[src/rtl/alu_pkg.sv]
// Shared ALU types and widths for the sequential right shifter and its helpers.
package alu_pkg;

  localparam int DATA_W   = 8;
  localparam int AMT_W    = 4;
  localparam int NARROW_W = 4;
  localparam int CNT_W    = $clog2(DATA_W + 1);

  typedef enum logic [1:0] {
    IDLE,
    SHIFT,
    DONE
  } shift_state_t;

  // Shifting past the operand width is the same as shifting by exactly the width.
  function automatic logic [CNT_W-1:0] sat_amt(input logic [AMT_W-1:0] amt);
    if (32'(amt) > DATA_W) return CNT_W'(DATA_W);
    else                   return CNT_W'(amt);
  endfunction

endpackage

[src/rtl/alu_shift_right_seq_if.sv]
// Request/response bundle of the sequential right shifter.
interface alu_shift_right_seq_if;
  import alu_pkg::*;

  logic                in_valid;
  logic                in_ready;
  logic [DATA_W-1:0]   in_data;
  logic [AMT_W-1:0]    in_amt;
  logic                in_arith;
  logic                out_valid;
  logic                out_ready;
  logic [DATA_W-1:0]   out_data;
  logic [NARROW_W-1:0] out_narrow;
  logic                out_exact;
  logic                out_fits;

  modport master (
    output in_valid, in_data, in_amt, in_arith, out_ready,
    input  in_ready, out_valid, out_data, out_narrow, out_exact, out_fits
  );

  modport slave (
    input  in_valid, in_data, in_amt, in_arith, out_ready,
    output in_ready, out_valid, out_data, out_narrow, out_exact, out_fits
  );

endinterface

[src/rtl/alu_shift_step.sv]
// One-bit right shift with fill selection and a sticky record of the bit shifted out.
module alu_shift_step
  import alu_pkg::*;
(
  input  logic [DATA_W-1:0] data_i,
  input  logic              arith_i,
  input  logic              sticky_i,
  output logic [DATA_W-1:0] data_next_o,
  output logic              sticky_o
);

  logic fill;

  assign fill        = arith_i & data_i[DATA_W-1];
  assign data_next_o = {fill, data_i[DATA_W-1:1]};
  assign sticky_o    = sticky_i | data_i[0];

endmodule

[src/rtl/alu_shift_right_seq.sv]
// Multi-cycle right shifter: one bit per clock, reports whether the shift lost any set bits.
module alu_shift_right_seq
  import alu_pkg::*;
(
  input  logic                  clk,
  input  logic                  rst,
  alu_shift_right_seq_if.slave  bus
);

  shift_state_t      state_q, state_d;
  logic [DATA_W-1:0] data_q,  data_d;
  logic [CNT_W-1:0]  cnt_q,   cnt_d;
  logic              sticky_q, sticky_d;
  logic              arith_q,  arith_d;

  logic [DATA_W-1:0] step_data;
  logic              step_sticky;
  logic [CNT_W-1:0]  req_amt;

  alu_shift_step u_step (
    .data_i      (data_q),
    .arith_i     (arith_q),
    .sticky_i    (sticky_q),
    .data_next_o (step_data),
    .sticky_o    (step_sticky)
  );

  assign req_amt = sat_amt(bus.in_amt);

  // NOTE: state registers use non-blocking assignments so every flop samples pre-edge values.
  always_ff @(posedge clk or posedge rst) begin
    if (rst) begin
      state_q  <= IDLE;
      data_q   <= '0;
      cnt_q    <= '0;
      sticky_q <= 1'b0;
      arith_q  <= 1'b0;
    end else begin
      state_q  <= state_d;
      data_q   <= data_d;
      cnt_q    <= cnt_d;
      sticky_q <= sticky_d;
      arith_q  <= arith_d;
    end
  end

  // NOTE: every signal gets a default first so no path through the case infers a latch.
  always_comb begin
    state_d  = state_q;
    data_d   = data_q;
    cnt_d    = cnt_q;
    sticky_d = sticky_q;
    arith_d  = arith_q;

    unique case (state_q)
      IDLE: begin
        if (bus.in_valid) begin
          data_d   = bus.in_data;
          arith_d  = bus.in_arith;
          cnt_d    = req_amt;
          sticky_d = 1'b0;
          state_d  = (req_amt == '0) ? DONE : SHIFT;
        end
      end
      SHIFT: begin
        data_d   = step_data;
        sticky_d = step_sticky;
        cnt_d    = cnt_q - CNT_W'(1);
        if (cnt_q == CNT_W'(1)) state_d = DONE;
      end
      DONE: begin
        if (bus.out_ready) state_d = IDLE;
      end
      default: state_d = IDLE;
    endcase
  end

  // Outputs come straight from flops; data_q is frozen while DONE waits for the consumer.
  assign bus.in_ready   = (state_q == IDLE);
  assign bus.out_valid  = (state_q == DONE);
  assign bus.out_data   = data_q;
  assign bus.out_narrow = data_q[NARROW_W-1:0];
  assign bus.out_exact  = ~sticky_q;
  assign bus.out_fits   = ~|data_q[DATA_W-1:NARROW_W];

endmodule

[src/flat_wrapper.sv]
// flat-port wrapper written by rule: the top's interface ports become plain ports
module alu_shift_right_seq_flat import alu_pkg::*;
  (clk, rst, bus_in_valid, bus_in_data, bus_in_amt, bus_in_arith, bus_out_ready, bus_in_ready, bus_out_valid, bus_out_data, bus_out_narrow, bus_out_exact, bus_out_fits);
  alu_shift_right_seq_if bus_i ();
  input  logic clk;
  input  logic rst;
  input wire logic [$bits(bus_i.in_valid)-1:0] bus_in_valid;
  input wire logic [$bits(bus_i.in_data)-1:0] bus_in_data;
  input wire logic [$bits(bus_i.in_amt)-1:0] bus_in_amt;
  input wire logic [$bits(bus_i.in_arith)-1:0] bus_in_arith;
  input wire logic [$bits(bus_i.out_ready)-1:0] bus_out_ready;
  output wire logic [$bits(bus_i.in_ready)-1:0] bus_in_ready;
  output wire logic [$bits(bus_i.out_valid)-1:0] bus_out_valid;
  output wire logic [$bits(bus_i.out_data)-1:0] bus_out_data;
  output wire logic [$bits(bus_i.out_narrow)-1:0] bus_out_narrow;
  output wire logic [$bits(bus_i.out_exact)-1:0] bus_out_exact;
  output wire logic [$bits(bus_i.out_fits)-1:0] bus_out_fits;
  assign bus_i.in_valid = bus_in_valid;
  assign bus_i.in_data = bus_in_data;
  assign bus_i.in_amt = bus_in_amt;
  assign bus_i.in_arith = bus_in_arith;
  assign bus_i.out_ready = bus_out_ready;
  assign bus_in_ready = bus_i.in_ready;
  assign bus_out_valid = bus_i.out_valid;
  assign bus_out_data = bus_i.out_data;
  assign bus_out_narrow = bus_i.out_narrow;
  assign bus_out_exact = bus_i.out_exact;
  assign bus_out_fits = bus_i.out_fits;
  alu_shift_right_seq u_core (.clk(clk), .rst(rst), .bus(bus_i));
endmodule
[config.mk]
export PLATFORM = sky130hd
export DESIGN_NAME = alu_shift_right_seq_flat
export DESIGN_NICKNAME = d
export VERILOG_FILES = /design/src/rtl/alu_pkg.sv /design/src/rtl/alu_shift_right_seq_if.sv /design/src/rtl/alu_shift_step.sv /design/src/rtl/alu_shift_right_seq.sv /design/src/flat_wrapper.sv
export SDC_FILE = /design/constraint.sdc
export NUM_CORES = 1
export LEC_CHECK = 0
export CORE_MARGIN = 2
export CORE_UTILIZATION = 30
export CTS_BUF_LIST = sky130_fd_sc_hd__clkbuf_8
export CTS_CLUSTER_DIAMETER = 60
export DETAILED_ROUTE_END_ITERATION = 16
export PLACE_DENSITY = 0.57
export RECOVER_POWER = 100
export SETUP_SLACK_MARGIN = 0.15
export SLEW_MARGIN = 15
export SYNTH_ARGS = -nofsm -noshare
export SYNTH_HDL_FRONTEND = slang
export SYNTH_HIERARCHICAL = 1
export SYNTH_SLANG_ARGS = --single-unit
[constraint.sdc]
create_clock -name clk -period 2.5 [get_ports clk]
set_input_delay 0.625 -clock clk [delete_from_list [all_inputs] [get_ports clk]]
set_output_delay 0.625 -clock clk [all_outputs]
set_load 0.1 [all_outputs]
## Yosys cells after proc, flatten, opt, wreduce, memory -nomap -nowiden

Index checks and enable logic that the tools add are counted.

- Input bits: 17
- Output and inout port bits: 16
- Logic and storage cells: 36
- Bits in registers: 16

- Reductions and logical operators: 8
- Eq/ne operators: 6
- Order comparisons: 1
- Mux-type cells: 12
- Bitwise logic cells: 3
- Add/sub/neg operators: 1

Operators by type and width:

| kind | number |
|---|---|
| one-hot mux 8 bit (2 select lines) | 1 |
| two-way mux 2 bit | 4 |
| two-way mux 4 bit | 2 |
| two-way mux 8 bit | 1 |
| one-hot mux 4 bit (2 select lines) | 1 |
| one-hot mux 2 bit (3 select lines) | 1 |
| equality test 4 x 1 -> 1 bit (second input constant) | 1 |
| greater-than comparator 4 bit (second input constant) | 1 |
| zero test 4 bit | 1 |
| != test 2 bit (second input constant) | 2 |
| AND reduction 2 bit | 2 |
| OR reduction 4 bit | 1 |
| subtractor 4 x 1 -> 4 bit (second input constant) | 1 |
| AND reduction 3 bit | 1 |
| equality test 2 x 1 -> 1 bit (second input constant) | 1 |
| equality test 2 bit (second input constant) | 1 |
| zero test 2 bit | 1 |
| != test 2 x 1 -> 1 bit (second input constant) | 1 |
| one-hot mux 1 bit (2 select lines) | 1 |
| nonzero test 2 bit | 1 |
| bitwise AND 1 bit | 1 |
| zero test 1 bit | 1 |
| two-way mux 1 bit | 1 |
| NOT 1 bit | 1 |
| OR 1 bit | 1 |

## Depth between registers and ports, before layout

- Word-level depth: 6
- Gate-level depth with buffers: 5
- Gate-level depth less buffers: 5

## By module

Netlist, hierarchy kept.

By module, submodules not included:

| module | cells an instance | area each (sq um) | times used |
|---|---|---|---|
| alu_shift_right_seq | 100 | 932.1 | 1 |
| alu_shift_step | 10 | 72.6 | 1 |

## Least setup slack after synthesis

OpenSTA, ideal clock, no wires.

- Kind: flip-flop to output port
- From: register u_core.data_q[7] (netlist: u_core/bus.out_data[7])
- To: output port bus_out_fits
- Stages on the path, launching flop included: 2
- Path slack: -1926 ps
- Data arrival time: 3801 ps
- Path through: dfrtp_1 nor4_1

- Cells in the longest elaborated chain, start to end: 2

RTL lines:

| element | RTL line | RTL |
|---|---|---|
| from (decl) | alu_shift_right_seq.sv:11 | `logic [DATA_W-1:0] data_q, data_d;` |
| from (signal assigned) | alu_shift_right_seq.sv:40 | `data_q <= data_d;` |
| OR reduction 4 bit | alu_shift_right_seq.sv:84 | `assign bus.out_fits = ~\|data_q[DATA_W-1:NARROW_W];` |
| zero test 1 bit | alu_shift_right_seq.sv:84 |  |
| to (decl) | flat_wrapper.sv:17 | `output wire logic [$bits(bus_i.out_fits)-1:0] bus_out_fits;` |

Every way passes these cells.

## Worst setup path in the final report

- From: register u_core.data_q[6] (netlist: u_core/bus.out_data[6])
- To: output port bus_out_data[6]

RTL lines:

| element | RTL line | RTL |
|---|---|---|
| to (decl) | flat_wrapper.sv:14 | `output wire logic [$bits(bus_i.out_data)-1:0] bus_out_data;` |

No word-level cell between the ends.

==> impl_metrics.toml <==
[global_route]
grt_pass1_vias = 746
grt_pass1_wl_um = 3390
gr-max-usage-layer = "met2"
grtUsageMet2_pct = 22.3
grt_util_met3_pct = 1.86
grt_antenna_before_repair = 0
grt_use_met1_pct = 13.5
track_usage_pct = 12.6
gr-total-overflow = 0
grt_max_degree = 27

[critical_path]
cp-end-kind = "primary output"
slowest_delay_ns = 0.88
cp_cell_sequence = "clkbuf_1"
cp_top_family = "buffers and inverters"
crit_arrival_ns = 1.54
reg2reg_depth = 4
path_buf_inv = 1
critical_path_class = "register to primary output"
critPathLaunchType = "register"
reg2reg_to = "u_core/cnt_q[2]"
cp_slowest_cell = "clkbuf_1"
rrSetupSlack_ns = 0.87
required_ns = 1.88
worstSetupStartpoint = "u_core/bus.out_data[6]"
critPathMaxFanout = 4
reg2reg_from = "u_core/state_q[0]"

[finish]
regArea_sq_um = 405
final_cell_mix = "clkdlybuf4s50_1 (13), dfrtp_1 (12), nand2_1 (10), a21oi_1 (10), o21ai_0 (8)"
num_antenna_cells = 0
synthToLayoutAreaGrowth_pct = 26.4
multiInputGateArea_sq_um = 453
fill_cells = 356
fin_util_pct = 38.7
layout.nets = 150
drive_gt1_share_pct = 16.2
final_common_cell = "clkdlybuf4s50_1"

[floorplanning]
core_sq_mm = 0.00328
die_x_um = 61.9
dieArea_sq_mm = 0.00383
die_h_um = 61.9
rows = 21
start_util_pct = 30.6
boundaryPins = 33

[synthesis]
synth_edf_count = 0
yosys.cell_types.count = 31
ys_seq_area_share_pct = 39.9
netlist_area_sq_mm = 0.00100
ys_ff_latch = 16
syn_nets = 129
netlist_top_cells_area = "dfrtp_1 (40%), buf_4 (10%), and3b_1 (5.2%)"
async_flop_share_pct = 100
syn_area_per_cell_sq_um = 9.13
yosysWarnings = 6
ys.flop_type = "dfrtp_1"
synth_top_area_share_pct = 39.9
synth_top_area_cell = "dfrtp_1"
synthCells = 110

[clock_network]
cts_sinks = 16
root_buffer = "clkbuf_8"
numCtsBuffers = 3
clock_latency_ns = 0.25
cts_hold_buf = 0
htreeDepth = 1
post_cts_buffers = 0
cts_resized = 0
clk_pin_slew_ns = 0.06
ctsLongestPathBuffers = 2
cts_tree = "built"

[sta]
relSlewSlack_pct = 22.4
fmax_mhz = 462
clock-skew-final_ns = 0.00104
fin_crit_ns = 2.16
hold_viol = 0
worst_pin_slew_ns = 1.17
setup_viol = 0
finalCritPeriodShare_pct = 86.6
slew_viol_final = 0
fin_tns_setup_ns = 0
rsz0062_at_grt = "false"

[route]
drc = 0
drt-wirelength-per-cell_um = 12.7
routed-via-count = 817
ant_nets = 0
wl_um = 2240
vias_per_cell = 4.64
dr.pass1.iters = 2
drt_first_iter_violations = 34

[hold_path]
min-delay-start = "u_core/cnt_q[3]"
min_path_cells = 1
hold_end = "u_core/cnt_q[3]"
hold_class = "register to register"

[placement]
port-buffer-count = 32
hpwl_um = 1620
place_congestion = 0.727

[outcome]
status = "complete, no violations"

[flow_run]
max_cap_violations = 0
worst max-delay path by stage:
stage	endpoint	slack, ns	depth (start not counted)
after floorplan	bus_out_fits	0.09	1
after global placement	u_core/cnt_q[2]	0.44	4
after detailed placement	u_core/cnt_q[2]	0.37	4
after CTS	bus_out_fits	0.63	2
after global routing	u_core/cnt_q[2]	0.29	4
final	bus_out_data[6]	0.34	1
synthesized netlist by cell type, drive strengths merged (2+ instances only):
library cell,count
nor2,4
nor2b,2
nand2,10
and3b,6
dfrtp,16
o21ai,9
nor4,2
nand2b,4
ha,2
nand3,3
a21oi,10
a22oi,3
o22a,3
buf,18
inv,6
registers in the layout (all words and copies together), names as in the netlist:
signal,count
u_core/bus.out_data,8
u_core/arith_q,1
u_core/sticky_q,1
u_core/cnt_q,4
u_core/state_q,2
through the flow:
stage	hold WS (ns)	setup WS, ns	cell area, sq um	instances
after CTS	0.529	0.628	1340	176
final	0.523	0.336	1270	176
after global placement	0.500	0.441	1290	172
after floorplan	0.483	0.0917	1030	110
after detailed placement	0.510	0.365	1290	172
after global routing	0.545	0.289	1270	176
cell type report:
cell class	count	share of cell area, %
clock buffer	4	4.33
inverter	6	1.77
multi-input combinational	70	35.7
sequential	16	31.9
tap	46	4.53
timing repair buffer	34	21.8
cells by family after synthesis:
group / synth area share (%)
compound gates: 20.4
fa+ha+maj: 2.49
buf+inv: 15.2
flops: 39.9
simple gates: 22.0
per-layer routing:
layer / up-vias / share of wire [%] / routed length [um]
met5: - / 0 / 0
met3: 5 / 4.5 / 102
met4: 0 / 3.1 / 69
li1: 410 / - / -
met1: 381 / 43 / 963
met2: 21 / 49 / 1110
Power is left out: the tool's default activity adds up to more than one toggle a clock period on the data nets, which glitch-free logic cannot reach.
